==> config.mk <==
export PLATFORM = sky130hd
export DESIGN_NAME = spi_tx_feeder
export DESIGN_NICKNAME = d
export VERILOG_FILES = /design/src/rtl/spi_tx_feeder.sv
export SDC_FILE = /design/constraint.sdc
export NUM_CORES = 1
export LEC_CHECK = 0
export BUFFER_PORTS_ARGS = -buffer_cell sky130_fd_sc_hd__buf_2
export CAP_MARGIN = 20
export CORE_MARGIN = 2
export CORE_UTILIZATION = 31
export CTS_BUF_LIST = sky130_fd_sc_hd__clkbuf_16
export DETAILED_ROUTE_END_ITERATION = 12
export REMOVE_ABC_BUFFERS = 1
export SYNTH_ARGS = -nofsm -noshare
export SYNTH_HDL_FRONTEND = slang
export SYNTH_SLANG_ARGS = --single-unit
export TNS_END_PERCENT = 10
==> constraint.sdc <==
create_clock -name clk -period 2.1 [get_ports clk]
set_input_delay 0.315 -clock clk [delete_from_list [all_inputs] [get_ports clk]]
set_output_delay 0.315 -clock clk [all_outputs]
set_load 0.02 [all_outputs]
==> src/rtl/spi_tx_feeder.sv <==
// spi_tx_feeder: upstream feeder for the SPI top.
// Takes parallel words over a valid/ready port, buffers them in a small FIFO and shifts them
// out MSB-first onto cs_in (active-low chip select) and data_in. Each serial bit is held for
// BIT_PERIOD clocks. Words already queued when a word finishes go out in the same frame.
//
// Ports:
//   clk        - system clock, rising edge
//   reset      - synchronous active-high reset
//   s_valid    - upstream word valid
//   s_data     - upstream word
//   s_ready    - FIFO not full (from registered count)
//   cs_in      - chip select to SPI top, active-low (registered)
//   data_in    - serial data to SPI top (registered)
//   busy       - FSM not idle
//   fifo_count - number of stored words
//   frame_done - one-clock pulse in the cycle cs_in returns high
//
// Optional feature: define SPI_TX_PARITY_EN to append one even-parity bit period after the
// DATA_W data bits of every word.
//
// Output timing: cs_in, data_in and frame_done are registered from the current FSM state, so
// they trail the state by one clock. A word pushed at edge N therefore drops cs_in at edge N+2,
// and every state duration maps one-to-one onto the output waveform.

module spi_tx_feeder #(
  parameter int unsigned DATA_W     = 8,
  parameter int unsigned FIFO_DEPTH = 4,
  parameter int unsigned BIT_PERIOD = 9,
  parameter int unsigned IDLE_GAP   = 2
) (
  input  logic                          clk,
  input  logic                          reset,
  input  logic                          s_valid,
  input  logic [DATA_W-1:0]             s_data,
  output logic                          s_ready,
  output logic                          cs_in,
  output logic                          data_in,
  output logic                          busy,
  output logic [$clog2(FIFO_DEPTH):0]   fifo_count,
  output logic                          frame_done
);

  localparam int unsigned PtrW = (FIFO_DEPTH > 1) ? $clog2(FIFO_DEPTH) : 1;
  localparam int unsigned CntW = $clog2(FIFO_DEPTH) + 1;
`ifdef SPI_TX_PARITY_EN
  localparam int unsigned NBits = DATA_W + 1;
`else
  localparam int unsigned NBits = DATA_W;
`endif
  localparam int unsigned BitW = (NBits > 1) ? $clog2(NBits) : 1;
  localparam int unsigned PerW = $clog2(BIT_PERIOD);
  localparam int unsigned GapW = $clog2(IDLE_GAP + 1);

  typedef enum logic [1:0] {
    StIdle,
    StSetup,
    StShift,
    StGap
  } state_e;

  // ---------------------------------------------------------------------------------------
  // FIFO
  // ---------------------------------------------------------------------------------------
  logic [DATA_W-1:0] mem_q [FIFO_DEPTH];
  logic [PtrW-1:0]   wr_ptr_q, wr_ptr_d;
  logic [PtrW-1:0]   rd_ptr_q, rd_ptr_d;
  logic [CntW-1:0]   count_q, count_d;
  logic              push;
  logic              pop;
  logic [DATA_W-1:0] head;

  // s_ready depends only on the registered count, so a pop in the same cycle never frees a
  // slot while full.
  assign s_ready = (count_q != CntW'(FIFO_DEPTH));
  assign push    = s_valid && s_ready;
  assign head    = mem_q[rd_ptr_q];

  always_comb begin
    wr_ptr_d = wr_ptr_q;
    rd_ptr_d = rd_ptr_q;
    count_d  = count_q;
    if (push) begin
      wr_ptr_d = wr_ptr_q + PtrW'(1);
    end
    if (pop) begin
      rd_ptr_d = rd_ptr_q + PtrW'(1);
    end
    // Push and pop together leave the count unchanged; no push happens while full and no
    // pop while empty, so the count can neither overflow nor underflow.
    unique case ({push, pop})
      2'b10:   count_d = count_q + CntW'(1);
      2'b01:   count_d = count_q - CntW'(1);
      default: count_d = count_q;
    endcase
  end

  always_ff @(posedge clk) begin
    if (reset) begin
      wr_ptr_q <= '0;
      rd_ptr_q <= '0;
      count_q  <= '0;
    end else begin
      wr_ptr_q <= wr_ptr_d;
      rd_ptr_q <= rd_ptr_d;
      count_q  <= count_d;
    end
  end

  // Storage needs no reset: an entry is only read after it has been written.
  always_ff @(posedge clk) begin
    if (push) begin
      mem_q[wr_ptr_q] <= s_data;
    end
  end

  assign fifo_count = count_q;

  // ---------------------------------------------------------------------------------------
  // Serialiser FSM
  // ---------------------------------------------------------------------------------------
  state_e            state_q, state_d;
  logic [DATA_W-1:0] shreg_q, shreg_d;
  logic [PerW-1:0]   period_q, period_d;
  logic [BitW-1:0]   bit_q, bit_d;
  logic [GapW-1:0]   gap_q, gap_d;
  logic              cs_q, cs_d;
  logic              data_q, data_d;
  logic              done_q, done_d;
  logic              period_end;
`ifdef SPI_TX_PARITY_EN
  logic              par_q, par_d;
`endif

  assign period_end = (period_q == PerW'(BIT_PERIOD - 1));

  always_comb begin
    state_d  = state_q;
    shreg_d  = shreg_q;
    period_d = period_q;
    bit_d    = bit_q;
    gap_d    = gap_q;
    pop      = 1'b0;
`ifdef SPI_TX_PARITY_EN
    par_d    = par_q;
`endif

    unique case (state_q)
      StIdle: begin
        if (count_q != '0) begin
          pop      = 1'b1;
          shreg_d  = head;
          period_d = '0;
          bit_d    = '0;
`ifdef SPI_TX_PARITY_EN
          par_d    = ^head;
`endif
          state_d  = StSetup;
        end
      end

      // First bit window of a frame: the MSB is presented with cs_in low so the master gets
      // its setup time; this window counts as the MSB's hold period.
      StSetup: begin
        if (period_end) begin
          period_d = '0;
          bit_d    = BitW'(1);
          shreg_d  = shreg_q << 1;
          state_d  = StShift;
        end else begin
          period_d = period_q + PerW'(1);
        end
      end

      StShift: begin
        if (period_end) begin
          period_d = '0;
          if (bit_q == BitW'(NBits - 1)) begin
            if (count_q != '0) begin
              // Next word continues the frame with no gap; its MSB goes out immediately.
              pop     = 1'b1;
              shreg_d = head;
              bit_d   = '0;
`ifdef SPI_TX_PARITY_EN
              par_d   = ^head;
`endif
            end else begin
              gap_d   = '0;
              state_d = StGap;
            end
          end else begin
            bit_d   = bit_q + BitW'(1);
            shreg_d = shreg_q << 1;
          end
        end else begin
          period_d = period_q + PerW'(1);
        end
      end

      StGap: begin
        if (gap_q == GapW'(IDLE_GAP - 1)) begin
          state_d = StIdle;
        end else begin
          gap_d = gap_q + GapW'(1);
        end
      end

      default: begin
        state_d = StIdle;
      end
    endcase
  end

  // Registered outputs, decoded from the current state.
  always_comb begin
    cs_d   = 1'b1;
    data_d = 1'b0;
    done_d = 1'b0;
    unique case (state_q)
      StSetup, StShift: begin
        cs_d   = 1'b0;
        data_d = shreg_q[DATA_W-1];
`ifdef SPI_TX_PARITY_EN
        if (bit_q == BitW'(DATA_W)) begin
          data_d = par_q;
        end
`endif
      end
      StGap: begin
        done_d = (gap_q == '0);
      end
      default: begin
        cs_d = 1'b1;
      end
    endcase
  end

  always_ff @(posedge clk) begin
    if (reset) begin
      state_q  <= StIdle;
      shreg_q  <= '0;
      period_q <= '0;
      bit_q    <= '0;
      gap_q    <= '0;
      cs_q     <= 1'b1;
      data_q   <= 1'b0;
      done_q   <= 1'b0;
`ifdef SPI_TX_PARITY_EN
      par_q    <= 1'b0;
`endif
    end else begin
      state_q  <= state_d;
      shreg_q  <= shreg_d;
      period_q <= period_d;
      bit_q    <= bit_d;
      gap_q    <= gap_d;
      cs_q     <= cs_d;
      data_q   <= data_d;
      done_q   <= done_d;
`ifdef SPI_TX_PARITY_EN
      par_q    <= par_d;
`endif
    end
  end

  assign cs_in      = cs_q;
  assign data_in    = data_q;
  assign frame_done = done_q;
  assign busy       = (state_q != StIdle);

endmodule

### Word level (Yosys, flattened, before mapping)

Memories as Yosys holds them, arrays and structs flattened. A register that Yosys moved wholly into a read port is not among the register bits.
Index checks and enable logic that the tools add are counted.

| storage, ports and cells | value |
|---|---|
| bits in writable memories | 32 |
| bits in registers | 29 |
| input port bits | 11 |
| memories | 1 |

Memories:

| memory | depth | width | rd ports | clocked after Yosys merged registers in | write ports | RTL line | source |
|---|---|---|---|---|---|---|---|
| mem_q | 4 | 8 | 1 | 1 | 1 | 64 | `logic [DATA_W-1:0] mem_q [FIFO_DEPTH];` |

| cells by class | value |
|---|---|
| equality and inequality tests | 16 |
| bitwise operators | 2 |
| multiplexer cells | 35 |
| $add $sub $neg | 7 |
| reductions and logical operators | 16 |

Operators by type and width:

| kind | count |
|---|---|
| 8-bit 2-to-1 mux | 4 |
| 2-bit 2-to-1 mux | 12 |
| 8-bit one-hot mux with 3 select lines | 1 |
| 2-bit != test (second input constant) | 7 |
| 3-bit 2-to-1 mux | 4 |
| 3-bit one-hot mux with 3 select lines | 1 |
| 4-bit 2-to-1 mux | 2 |
| 2-bit one-hot mux with 4 select lines | 1 |
| 4-bit one-hot mux with 2 select lines | 1 |
| 2-bit nonzero test | 4 |
| 2-bit by 1-bit adder with 2-bit output (second input constant) | 3 |
| 3-bit by 1-bit adder with 3-bit output (second input constant) | 2 |
| 2-bit by 1-bit equality test with 1-bit output (second input constant) | 3 |
| 2-bit equality test (second input constant) | 3 |
| 1-bit 2-to-1 mux | 6 |
| 3-bit one-hot mux with 2 select lines | 1 |
| 6-bit AND reduction | 1 |
| 3-bit nonzero test | 2 |
| 2-bit OR reduction | 3 |
| 5-bit AND reduction | 1 |
| 4-bit by 1-bit adder with 4-bit output (second input constant) | 1 |
| 4-bit equality test (second input constant) | 1 |
| 2-bit zero test | 2 |
| 2-bit one-hot mux with 2 select lines | 1 |
| 8 further kinds | 9 |

### Depth between registers and ports, before layout

Gate-level depths: netlist of run 1.

| logic depth | value |
|---|---|
| depth after elaboration | 7 |
| mapped depth | 11 |

### Least setup slack after synthesis of run 1

No wires, ideal clock.

| timing | value |
|---|---|
| kind | register to register |
| start point | register count_q[2], in the netlist fifo_count[2] |
| end point | register count_q[2], in the netlist fifo_count[2] |
| arrival time | 2,458 ps |
| setup time | 71 ps |
| stages on the path, launching flop included | 10 |
| path slack | -429 ps |
| cells stage by stage | dfxtp_1 or3b_1 and2_1 inv_1 ha_1 inv_1 fa_1 xor2_1 or3_1 a21oi_1 |

RTL lines:

| element | RTL line | source |
|---|---|---|
| start, declared | 67 | `logic [CntW-1:0] count_q, count_d;` |
| start signal, assigned | 105 | `count_q <= count_d;` |
| 3-bit != test * | 74 | `assign s_ready = (count_q != CntW'(FIFO_DEPTH));` |
| via s_ready | 35 | `output logic s_ready,` |
| 1-bit logical AND * | 75 | `assign push = s_valid && s_ready;` |
| 2-bit by 1-bit equality test with 1-bit output or 2-bit equality test (tied branches) | 90 | `unique case ({push, pop})` |
| 3-bit one-hot mux with 2 select lines or 2-bit nonzero test (tied branches) | -- |  |

Mark *: on every way through the listed nets, which the timed path passes. The rest lies on a longest branch.
A chain may end at the register's enable or synchronous reset.

### Worst setup path in the final report of run 1

| timing | value |
|---|---|
| start point | register period_q[0] |
| end point | register count_q[2], in the netlist fifo_count[2] |

| between the ends | value |
|---|---|
| word-level cells in the longest chain between the ends | 5 |

Ends and longest elaborated chain:

| element | RTL line | source |
|---|---|---|
| start, declared | 123 | `logic [PerW-1:0] period_q, period_d;` |
| start signal, assigned | 253 | `period_q <= period_d;` |
| 4-bit equality test * | 134 | `assign period_end = (period_q == PerW'(BIT_PERIOD - 1));` |
| 1-bit 2-to-1 mux * | 175 | `if (period_end) begin` |
| 1-bit one-hot mux with 2 select lines * | 147 | `unique case (state_q)` |
| via pop | 69 | `logic pop;` |
| 2-bit by 1-bit equality test with 1-bit output or 2-bit equality test (tied branches) | 90 |  |
| 3-bit one-hot mux with 2 select lines or 2-bit nonzero test (tied branches) | -- |  |

Marked as above.

==> results of run 1 <==
-- metal layers --
metal | routed length [um] | GRT usage, % | part of all wire, %
met3 | 138 | 2.48 | 2.5
met5 | 0 | 0 | 0
met1 | 2500 | 15.0 | 45
met4 | 158 | 6.64 | 2.8
met2 | 2770 | 19.9 | 50
-- path summary, 6_finish.rpt --
kind                            startpoint                         end  slack, ns  cells past startpoint
setup reg to reg  period_q[0]$_SDFFE_PP0P_  fifo_count[2]$_SDFFE_PP0P_      -0.08                     11
hold reg to reg      bit_q[1]$_SDFFE_PP0P_       bit_q[1]$_SDFFE_PP0P_       0.48                      1
hold / removal                   s_data[2]       mem_q[3][2]$_DFFE_PP_       0.21                      1
setup / recovery  period_q[0]$_SDFFE_PP0P_  fifo_count[2]$_SDFFE_PP0P_      -0.08                     11
-- timing repair --
action / 4_1_cts / 5_1_grt
pin swaps: 5 / 3
setup endpoints to repair: 2 / 7
hold buffers: 0 / 0
buffers inserted: 16 / 2
gates resized for setup: 12 / 8
-- cell usage in the layout, fill, tap and decap left out, types with 2 or more instances in the layout --
master                      count
sky130_fd_sc_hd__a21oi_1        9
sky130_fd_sc_hd__a221o_1        7
sky130_fd_sc_hd__a32o_1         2
sky130_fd_sc_hd__a32oi_1        3
sky130_fd_sc_hd__and3_1         6
sky130_fd_sc_hd__buf_2         18
sky130_fd_sc_hd__buf_4         45
sky130_fd_sc_hd__clkbuf_16      9
sky130_fd_sc_hd__clkinv_2       3
sky130_fd_sc_hd__clkinv_4       2
sky130_fd_sc_hd__dfxtp_1       28
sky130_fd_sc_hd__dfxtp_2        3
sky130_fd_sc_hd__edfxtp_1      32
sky130_fd_sc_hd__ha_1          11
sky130_fd_sc_hd__ha_2           2
sky130_fd_sc_hd__ha_4           2
sky130_fd_sc_hd__inv_1         14
sky130_fd_sc_hd__inv_2          3
sky130_fd_sc_hd__mux2_2         2
sky130_fd_sc_hd__mux4_2         8
sky130_fd_sc_hd__nand2_1        8
sky130_fd_sc_hd__nand4_1        2
sky130_fd_sc_hd__nand4b_1       3
sky130_fd_sc_hd__nor2_1        15
sky130_fd_sc_hd__nor2b_1       11
sky130_fd_sc_hd__o21ai_0        4
sky130_fd_sc_hd__or3_1          3
sky130_fd_sc_hd__xor2_1         2
-- cells by family (layout without fill, tap and decap cells) --
group,after synthesis,after routing
xor gates and xnor gates,3,3
and+or+nand+nor,62,62
adders and majority gates,16,16
DFF,63,63
AOI/OAI and AO/OA,38,38
muxes,11,11
buffers and inverters,23,96
-- worst max-delay path, cell delays in order (launching register included) --
cell,delay (ns)
sky130_fd_sc_hd__dfxtp_2,0.32
sky130_fd_sc_hd__inv_2,0.07
sky130_fd_sc_hd__ha_4,0.13
sky130_fd_sc_hd__and3b_2,0.21
sky130_fd_sc_hd__a31oi_4,0.10
sky130_fd_sc_hd__nor2_2,0.12
sky130_fd_sc_hd__ha_2,0.20
sky130_fd_sc_hd__inv_2,0.04
sky130_fd_sc_hd__fa_2,0.32
sky130_fd_sc_hd__xor2_1,0.15
sky130_fd_sc_hd__or3_1,0.33
sky130_fd_sc_hd__a21oi_2,0.13
-- layout make-up --
class                      instances  share of cell area (%)
clock inverter                     7                    1.34
clock buffer                       9                    6.17
timing repair buffer              63                    11.7
sequential                        63                    43.5
inverter                          17                    1.75
tap                              108                    3.70
multi-input combinational        130                    31.8
-- metrics by stage --
step	hold slack (ns)	total power [mW]
global placement	0.456	3.28
CTS	0.196	4.88
detailed placement	0.467	3.29
floorplan	0.384	2.71
global route	0.208	5.22
finish	0.205	4.91
-- state kept, by name, summed over array words and instances (netlist names), named ones only --
signal	flops
frame_done	1
shreg_q	8
gap_q	2
wr_ptr_q	2
cs_in	1
data_in	1
period_q	4
state_q	2
rd_ptr_q	2
bit_q	3
fifo_count	3
mem_q	32
-- power by group --
group | leakage (nW) | internal (mW) | switching [mW] | total, mW
registers | 0.548 | 1.55 | 0.125 | 1.67
logic | 0.748 | 0.978 | 0.921 | 1.90
clock network | 0.136 | 0.798 | 0.540 | 1.34
==> qor_table.md, run 1 <==
| Result | Reported |
|---|---|
| Number of cells produced by synthesis | 216 |
| Via Count | 1907 |
| Total iterations of the first detailed-routing run | 4 |
| Largest voltage drop on the vdd net | 0.525 mV |
| Count of clock tree sinks | 63 |
| Status | complete, but fails checks |
| Count of routing violations after the opening detailed-route iteration | 111 |
| WP data arrival | 2.44 ns |
| Placeable core area | 0.00868 sq mm |
| Count of flip-flops with a built-in enable after synthesis | 32 |
| Area taken by multi-input logic gates | 0.00116 sq mm |
| Final critical delay including setup and external delays | 2.18 ns |
| Final worst-path cycle share | 104% |
| Library cell with the highest instance count after synthesis | sky130_fd_sc_hd__edfxtp_1 |
| Share of synthesized cell area in full adder, half adder and majority cells | 7.49% |
| Static Leak | 1.43 nW |
| Startpoint class of the critical path | register |
| Final max-slew violation count | 0 |
| Global-route wire length before repair | 9200 um |
| Commonest register cell after synthesis | sky130_fd_sc_hd__edfxtp_1 |
| Final Hold Vio Count | 0 |
| Post-Synth Simple-Gate Area | 13.0% |
| Critical Path Fanout Max | 2 |
| Distinct cells, synth | 49 |
| Power per unit of standard cell area | 1350 mW/mm^2 |
| Number of routed nets with antenna violations | 0 |
| Mean instance size in the synthesized netlist | 12.8 sq um |
| DR vias/cell | 4.80 |
| Number of global-route vias before repair | 1918 |
| Synth area leaders | sky130_fd_sc_hd__edfxtp_1 (35%), sky130_fd_sc_hd__dfxtp_1 (22%), sky130_fd_sc_hd__ha_1 (6.8%) |
| Wire per inst | 14.0 um |
| Class of the tightest hold or removal check | primary input to register |
| Final Worst Setup Slack | -0.0834 ns |
| I/O Buffers | 18 |
| Antenna cells | 0 |
| Initial standard-cell utilization of the core | 31.9% |
| Fill cell count | 818 |
| Weighted congestion at the end of routability-driven global placement | 0.772 |
| Final Skew | 0.00470 ns |
| Post-synthesis compound-gate area fraction | 10.4% |
| Number of max-cap violations | 0 |
| Fin area | 0.00365 sq mm |
| DRC errors left | 0 |
| GRT Residual Overflow | 0 |
| Yosys reg bits | 63 |
| Final standard cell utilization of the core | 42.0% |
| Antenna violations before repair | 0 |
| Combinational family with the most area after synthesis | simple AND/OR/NAND/NOR gates |
| Vert. Die Dim | 98.6 um |
| I/O pins | 19 |
| Wire length after detailed routing | 5570 um |
| Layout-stage area growth over the synthesis result | 31.5% |
| Total CTS buffers | 9 |
| Global-route total usage across every layer | 12.1% |
| Total of endpoints with negative setup slack in the final report | 2 |
| Relative slew margins | 58.4% |
| Clock root cell | sky130_fd_sc_hd__clkbuf_16 |
| Required arrival time at the worst endpoint | 2.36 ns |
| Synth area leader | sky130_fd_sc_hd__edfxtp_1 |
| Count of synthesis-stage warnings from yosys | 0 |
| Unrepaired setup endpoints after global routing | yes |
| Worst slew pin tran | 0.618 ns |
| TritonCTS clock tree | done |
| Endpoint kind of the worst setup timing path | register |
| Proportion of layout cells with a drive suffix above 1 | 37.7% |
| Sum of negative setup slack | -0.0841 ns |
| Post-layout nets | 311 |
| Placement row count | 34 |
| Worst setup path class | register to register |
| Longest Clk Path Bufs | 2 |
| H-tree Lvls | 3 |
| Share of synthesized area spent on multiplexers | 7.67% |
| Cell area after synthesis | 0.00277 sq mm |
| Die Footprint | 0.00972 sq mm |
| Top-area cell type share of the netlist area | 34.7% |
| Most common library cells after synthesis | sky130_fd_sc_hd__edfxtp_1 (32), sky130_fd_sc_hd__dfxtp_1 (31), sky130_fd_sc_hd__inv_1 (17) |
| Dpl ws | -0.184 ns |
| Max Clock Freq | 458 MHz |
| Failing checks | setup timing |
| Clock-pin slew of the registers on the worst-case setup and hold paths | 0.05 ns |
| Cell Count, Final, Fillers Out | 397 |
| Cell total after placement | 363 |
| Detailed Place HPWL | 3640 um |
| Largest net degree at the start of global routing | 15 |
| Async S/R FF share, synth | 0% |
| Area taken by flip-flops and latches | 0.00159 sq mm |
| Horizontal extent of the die | 98.6 um |
| Placement Cell Area | 0.00317 sq mm |
| Source-to-sink clock delay at the later pin of the worst-skew pair | 0.32 ns |
| Proportion of synthesized chip area in sequential cells | 57.0% |
| XOR/XNOR share of the synthesized area | 0.948% |
Note: power is estimated with default switching activity, not from simulation.
==> run 2, diff against run 1 <==
--- a/config.mk
+++ b/config.mk
@@ -5,6 +5,7 @@
 export SDC_FILE = /design/constraint.sdc
 export NUM_CORES = 1
 export LEC_CHECK = 0
+export ABC_AREA = 1
 export BUFFER_PORTS_ARGS = -buffer_cell sky130_fd_sc_hd__buf_2
 export CAP_MARGIN = 20
 export CORE_MARGIN = 2
==> constraint.sdc (replaced) <==
create_clock -name clk -period 2.7 [get_ports clk]
set_input_delay 0.405 -clock clk [delete_from_list [all_inputs] [get_ports clk]]
set_output_delay 0.405 -clock clk [all_outputs]
set_load 0.02 [all_outputs]
==> qor_table.md, run 2 <==
| Result | Reported |
|---|---|
| Status | complete, no violations |
| Total CTS buffers | 9 |
| Proportion of layout cells with a drive suffix above 1 | 16.4% |
| Worst setup path class | register to register |
| Total iterations of the first detailed-routing run | 4 |
| Endpoint kind of the worst setup timing path | register |
| Final critical delay including setup and external delays | 2.39 ns |
| Fin area | 0.00351 sq mm |
| Max Clock Freq | 418 MHz |
| Startpoint class of the critical path | register |
| Global-route total usage across every layer | 12.1% |
| Dpl ws | 0.348 ns |
| Final Worst Setup Slack | 0.306 ns |
| Number of global-route vias before repair | 2031 |
| Library cell with the highest instance count after synthesis | sky130_fd_sc_hd__nor2_1 |
| Hold WS | 0.283 ns |
| Post-layout nets | 381 |
| Synth area leader | sky130_fd_sc_hd__edfxtp_1 |
| DRC errors left | 0 |
| Weighted congestion at the end of routability-driven global placement | 0.810 |
| Count of synthesis-stage warnings from yosys | 0 |
| Source-to-sink clock delay at the later pin of the worst-skew pair | 0.33 ns |
| Slowest stage delay, CP | 0.38 ns |
| Worst slew pin tran | 0.636 ns |
| Count of routing violations after the opening detailed-route iteration | 59 |
| Wire length after detailed routing | 5610 um |
| Cell total after placement | 472 |
| Wire per inst | 11.5 um |
| Cell with the most instances on the worst path | sky130_fd_sc_hd__inv_1 |
| Distinct cells, synth | 30 |
| H-tree Lvls | 3 |
| Relative slew margins | 57.5% |
| Largest voltage drop on the vdd net | 0.403 mV |
| Yosys reg bits | 63 |
| Antenna cells | 0 |
| Number of post-CTS setup repair buffers | 0 |
| I/O Buffers | 18 |
| Most common library cell in the layout ignoring fill and taps | sky130_fd_sc_hd__nor2_1 |
| Proportion of synthesized chip area in sequential cells | 53.6% |
| Total of endpoints with negative setup slack in the final report | 0 |
| Max stage delay cell, worst path | sky130_fd_sc_hd__fa_1 |
| Cell Count, Final, Fillers Out | 488 |
| Layout-stage area growth over the synthesis result | 19.0% |
| Number of cells produced by synthesis | 328 |
| TritonCTS clock tree | done |
| Placeable core area | 0.00924 sq mm |
| Largest net degree at the start of global routing | 21 |
| Die Footprint | 0.0103 sq mm |
| Mean instance size in the synthesized netlist | 8.99 sq um |
| Top Registers | mem_q x32, shreg_q x8, period_q x4 |
| Static Leak | 1.43 nW |
| Power, Total | 3.87 mW |
| Required arrival time at the worst endpoint | 2.92 ns |
| Antenna violations before repair | 0 |
| Number of max-cap violations | 0 |
| Sum of negative setup slack | 0 ns |
| Vert. Die Dim | 102 um |
| Number of flip-flops under the largest register name | 32 |
| Count of clock tree sinks | 63 |
| Global-route wire length before repair | 9470 um |
| Most frequent cells in the layout | sky130_fd_sc_hd__nor2_1 (54), sky130_fd_sc_hd__nand2_1 (50), sky130_fd_sc_hd__inv_1 (37) |
| WP data arrival | 2.61 ns |
| Cell area after synthesis | 0.00295 sq mm |
| Critical Path Fanout Max | 7 |
| Number of gates resized after cts | 0 |
| GRT Residual Overflow | 0 |
| Placement row count | 35 |
| Async S/R FF share, synth | 0% |
| Top-area cell type share of the netlist area | 32.6% |
| Initial standard-cell utilization of the core | 31.9% |
| Cell-by-cell trace of the critical path | inv_1, ha_1, nand2_1, inv_1, nand2_1, nand2_1, nand2_2, inv_1, ha_1, inv_1, fa_1, a21oi_1, o21ai_0, o21ai_0, a21oi_1 |
| Via Count | 2145 |
| Power per unit of standard cell area | 1100 mW/mm^2 |
| Synth area leaders | sky130_fd_sc_hd__edfxtp_1 (33%), sky130_fd_sc_hd__dfxtp_1 (21%), sky130_fd_sc_hd__nor2_1 (6.9%) |
| Unrepaired setup endpoints after global routing | no |
| Most common library cells after synthesis | sky130_fd_sc_hd__nor2_1 (54), sky130_fd_sc_hd__nand2_1 (50), sky130_fd_sc_hd__inv_1 (37) |
| Class of the tightest hold or removal check | primary input to register |
| Placement Cell Area | 0.00318 sq mm |
| Number of hold buffers added after CTS | 0 |
| Horizontal extent of the die | 102 um |
| Register with the most flip-flops | mem_q |
| Final standard cell utilization of the core | 38.0% |
| Clock root cell | sky130_fd_sc_hd__clkbuf_16 |
| Detailed Place HPWL | 3850 um |
| DR vias/cell | 4.40 |
| Final Hold Vio Count | 0 |
| Number of routed nets with antenna violations | 0 |
| Final max-slew violation count | 0 |
| I/O pins | 19 |
| Clock-pin slew of the registers on the worst-case setup and hold paths | 0.06 ns |
| Commonest register cell after synthesis | sky130_fd_sc_hd__edfxtp_1 |
| Count of flip-flops with a built-in enable after synthesis | 32 |
| Longest Clk Path Bufs | 2 |
| Final worst-path cycle share | 88.7% |
| Final Skew | 0.00672 ns |
## run 2: cell types whose count changed in the layout (fill, tap and decap cells not counted), moves of 15 or more
| cell | delta |
|---|---|
| sky130_fd_sc_hd__nand2_1 | +42 |
| sky130_fd_sc_hd__buf_4 | -41 |
| sky130_fd_sc_hd__nor2_1 | +39 |
| sky130_fd_sc_hd__o21ai_0 | +27 |
| sky130_fd_sc_hd__inv_1 | +23 |
| sky130_fd_sc_hd__nand3_1 | +15 |
## run 2: area by class of cell
cell class,instances,area [sq um]
clock buffers,9,225
clock inverters,7,103
fillers,937,5730
inverters,40,150
multi-input cells,218,1170
flip-flops and latches,63,1580
well taps,129,161
repair buffers,22,120
## run 2: per-layer routing
layer  part of all wire (%)  GRT usage (%)  vias to the layer above  routed length [um]
li1                       -              -                     1126                   -
met1                     50           15.5                      984                2800
met2                     45           18.8                       28                2540
met3                    3.4           4.55                        7                 191
met4                    1.4           4.37                        0                  80
met5                      0              0                        -                   0
## run 2: kinds of logic (layout without fill, tap and decap cells)
family | count (synthesis) | count (layout) | share of synthesized area (%)
and+or+nand+nor | 138 | 138 | 20.6
DFF | 63 | 63 | 53.6
AOI/OAI and AO/OA | 62 | 62 | 11.4
buffers and inverters | 47 | 78 | 6.79
adders and majority gates | 16 | 16 | 7.04
xor gates and xnor gates | 2 | 2 | 0.594
## run 2: path summary, 6_finish.rpt
check / startpoint / endpoint / slack (ns) / cells past startpoint
max reg2reg: state_q[0]$_SDFFE_PP0P_ / fifo_count[2]$_SDFFE_PP0P_ / 0.31 / 15
min: s_data[5] / mem_q[2][5]$_DFFE_PP_ / 0.28 / 1
min reg2reg: shreg_q[7]$_SDFFE_PP0P_ / data_in$_SDFF_PP0_ / 0.44 / 2
max: state_q[0]$_SDFFE_PP0P_ / fifo_count[2]$_SDFFE_PP0P_ / 0.31 / 15
## run 2: worst max-delay path: cells and delay by family, from the launching register on
| kind | cells | cell delay, ns |
|---|---|---|
| buffers and inverters | 4 | 0.31 |
| and+or+nand+nor | 4 | 0.33 |
| DFF | 1 | 0.34 |
| adders and majority gates | 3 | 0.83 |
| AOI/OAI and AO/OA | 4 | 0.47 |
## run 2: report_power, final
group          leakage [nW]  internal (mW)  total [mW]  switching, mW
Sequential            0.548           1.19        1.34          0.152
Combinational         0.725          0.435        1.28          0.843
Clock                 0.157          0.816        1.25          0.434
==> run 3, diff against run 2 <==
--- a/config.mk
+++ b/config.mk
@@ -5,7 +5,6 @@
 export SDC_FILE = /design/constraint.sdc
 export NUM_CORES = 1
 export LEC_CHECK = 0
-export ABC_AREA = 1
 export BUFFER_PORTS_ARGS = -buffer_cell sky130_fd_sc_hd__buf_2
 export CAP_MARGIN = 20
 export CORE_MARGIN = 2
==> qor_table.md, run 3 (synthesis gave the netlist of run 1 again) <==
| Result | Reported |
|---|---|
| Unrepaired setup endpoints after global routing | no |
| Number of hold buffers added after CTS | 0 |
| Antenna violations before repair | 0 |
| Weighted congestion at the end of routability-driven global placement | 0.758 |
| Max Clock Freq | 404 MHz |
| Count of clock tree sinks | 63 |
| Worst Min Path Start | s_data[1] |
| Switching power | 1.12 mW |
| Wire length after detailed routing | 4860 um |
| Most frequent cells in the layout | sky130_fd_sc_hd__edfxtp_1 (32), sky130_fd_sc_hd__dfxtp_1 (31), sky130_fd_sc_hd__buf_2 (18) |
| Longest Clk Path Bufs | 2 |
| Global-route wire length before repair | 8280 um |
| Relative slew margins | 63.3% |
| Final standard cell utilization of the core | 37.5% |
| Number of post-CTS setup repair buffers | 0 |
| DRC errors left | 0 |
| Most common library cell in the layout ignoring fill and taps | sky130_fd_sc_hd__edfxtp_1 |
| Final critical delay including setup and external delays | 2.48 ns |
| Final Skew | 0.00634 ns |
| Number of routed nets with antenna violations | 0 |
| Number of flip-flops under the largest register name | 32 |
| Largest net degree at the start of global routing | 21 |
| Placement row count | 34 |
| Wire per inst | 13.8 um |
| Worst hold path stage count | 1 |
| Final Hold Vio Count | 0 |
| Final worst-path cycle share | 91.7% |
| Total iterations of the first detailed-routing run | 4 |
| Critical Path Fanout Max | 4 |
| Hold WS | 0.298 ns |
| Number of max-cap violations | 0 |
| Sum of negative setup slack | 0 ns |
| Startpoint class of the critical path | register |
| Proportion of layout cells with a drive suffix above 1 | 20.4% |
| Worst setup path class | register to register |
| Critical register-to-register path endpoint | fifo_count[2]$_SDFFE_PP0P_ |
| DR vias/cell | 4.93 |
| I/O Buffers | 18 |
| Final max-slew violation count | 0 |
| Required arrival time at the worst endpoint | 2.95 ns |
| Global-route total usage across every layer | 10.9% |
| Sequential share of power | 39.2% |
| Class of the tightest hold or removal check | primary input to register |
| I/O pins | 19 |
| Vert. Die Dim | 98.6 um |
| Start of the worst register-to-register path | period_q[0]$_SDFFE_PP0P_ |
| GRT Residual Overflow | 0 |
| Die Footprint | 0.00972 sq mm |
| Initial standard-cell utilization of the core | 31.9% |
| Static Leak | 1.20 nW |
| Layout-stage area growth over the synthesis result | 17.4% |
| Placeable core area | 0.00868 sq mm |
| Detailed Place HPWL | 3390 um |
| Switching part of the total power | 32.9% |
| Largest voltage drop on the vdd net | 0.493 mV |
| Part of the power in combinational logic | 29.5% |
| Endpoint kind of the worst setup timing path | register |
| Dpl ws | 0.172 ns |
| Status | complete, no violations |
| Clock-pin slew of the registers on the worst-case setup and hold paths | 0.06 ns |
| Register-to-register setup slack | 0.22 ns |
| Horizontal extent of the die | 98.6 um |
| Fill cell count | 852 |
| Via Count | 1739 |
| Clock network fraction of design power | 31.3% |
| Source-to-sink clock delay at the later pin of the worst-skew pair | 0.32 ns |
| Number of global-route vias before repair | 1711 |
| Internal power of the cells | 2.29 mW |
| Final Worst Setup Slack | 0.223 ns |
| Total CTS buffers | 9 |
| Worst-case hold path end point | mem_q[2][1]$_DFFE_PP_ |
| Top Registers | mem_q x32, shreg_q x8, period_q x4 |
| Post-layout nets | 267 |
| Antenna cells | 0 |
| Worst reg-to-reg path cell count | 11 |
| Power, Total | 3.41 mW |
| Number of gates resized after cts | 0 |
| Clock root cell | sky130_fd_sc_hd__clkbuf_16 |
| H-tree Lvls | 3 |
| Power per unit of standard cell area | 1050 mW/mm^2 |
| Count of routing violations after the opening detailed-route iteration | 53 |
| WP data arrival | 2.73 ns |
| TritonCTS clock tree | done |
| Worst slew pin tran | 0.549 ns |
| Register with the most flip-flops | mem_q |
| Total of endpoints with negative setup slack in the final report | 0 |
==> run 3: changes by cell type in the layout (fill, tap and decap cells not counted), sizes merged, moves of 12 or more <==
cell and delta:
a21oi -12, nor2 -41, nand2 -51, o21ai -34, nand3 -19, inv -20
==> run 3: area by class of cell <==
class	count	area (sq um)	share of cell area, %
Clock buffer	9	225	6.92
Sequential cell	63	1580	48.6
Tap cell	108	135	4.15
Clock inverter	7	55.1	1.69
Inverter	17	63.8	1.96
Multi-Input combinational cell	130	1100	33.7
Timing Repair Buffer	19	97.6	3.00
==> run 3: worst max path at each step <==
stage                               start  slack [ns]                         end  depth (start not counted)
5_1_grt          period_q[0]$_SDFFE_PP0P_        0.01  fifo_count[2]$_SDFFE_PP0P_                         11
3_3_place_gp     period_q[0]$_SDFFE_PP0P_        0.27  fifo_count[2]$_SDFFE_PP0P_                         11
6_report         period_q[0]$_SDFFE_PP0P_        0.22  fifo_count[2]$_SDFFE_PP0P_                         11
3_5_place_dp     period_q[0]$_SDFFE_PP0P_        0.17  fifo_count[2]$_SDFFE_PP0P_                         11
4_1_cts          period_q[0]$_SDFFE_PP0P_        0.15  fifo_count[2]$_SDFFE_PP0P_                         11
2_1_floorplan  fifo_count[2]$_SDFFE_PP0P_        0.17  fifo_count[2]$_SDFFE_PP0P_                          9
==> run 3: stage by stage <==
stage | instance area [sq um] | cells
5_1_grt | 3260 | 353
3_5_place_dp | 2970 | 337
2_1_floorplan | 2740 | 210
6_report | 3260 | 353
3_3_place_gp | 2970 | 337
4_1_cts | 3250 | 353
==> run 3: power by group through the flow <==
stage / Sequential, mW / Clock (mW) / Combinational (mW)
2_1_floorplan: 1.35 / 0 / 0.759
3_3_place_gp: 1.35 / 0 / 1.01
3_5_place_dp: 1.36 / 0 / 1.01
4_1_cts: 1.34 / 1.09 / 1.01
5_1_grt: 1.37 / 1.14 / 1.14
6_report: 1.34 / 1.07 / 1.01
==> run 3: critical path, cell delays in order, from the launching register on <==
cell,delay [ns]
sky130_fd_sc_hd__dfxtp_1,0.33
sky130_fd_sc_hd__inv_1,0.08
sky130_fd_sc_hd__ha_1,0.20
sky130_fd_sc_hd__and3b_1,0.21
sky130_fd_sc_hd__a31oi_1,0.14
sky130_fd_sc_hd__nor2_2,0.17
sky130_fd_sc_hd__ha_1,0.21
sky130_fd_sc_hd__inv_1,0.06
sky130_fd_sc_hd__fa_1,0.38
sky130_fd_sc_hd__xor2_1,0.16
sky130_fd_sc_hd__or3_1,0.32
sky130_fd_sc_hd__a21oi_1,0.15
==> run 3: per-layer routing <==
layer / global-route usage (%) / wire (um) / vias to the layer above
li1: - / - / 862
met1: 13.1 / 2230 / 847
met2: 18.0 / 2410 / 21
met3: 3.69 / 135 / 9
met4: 4.74 / 93 / 0
met5: 0 / 0 / -
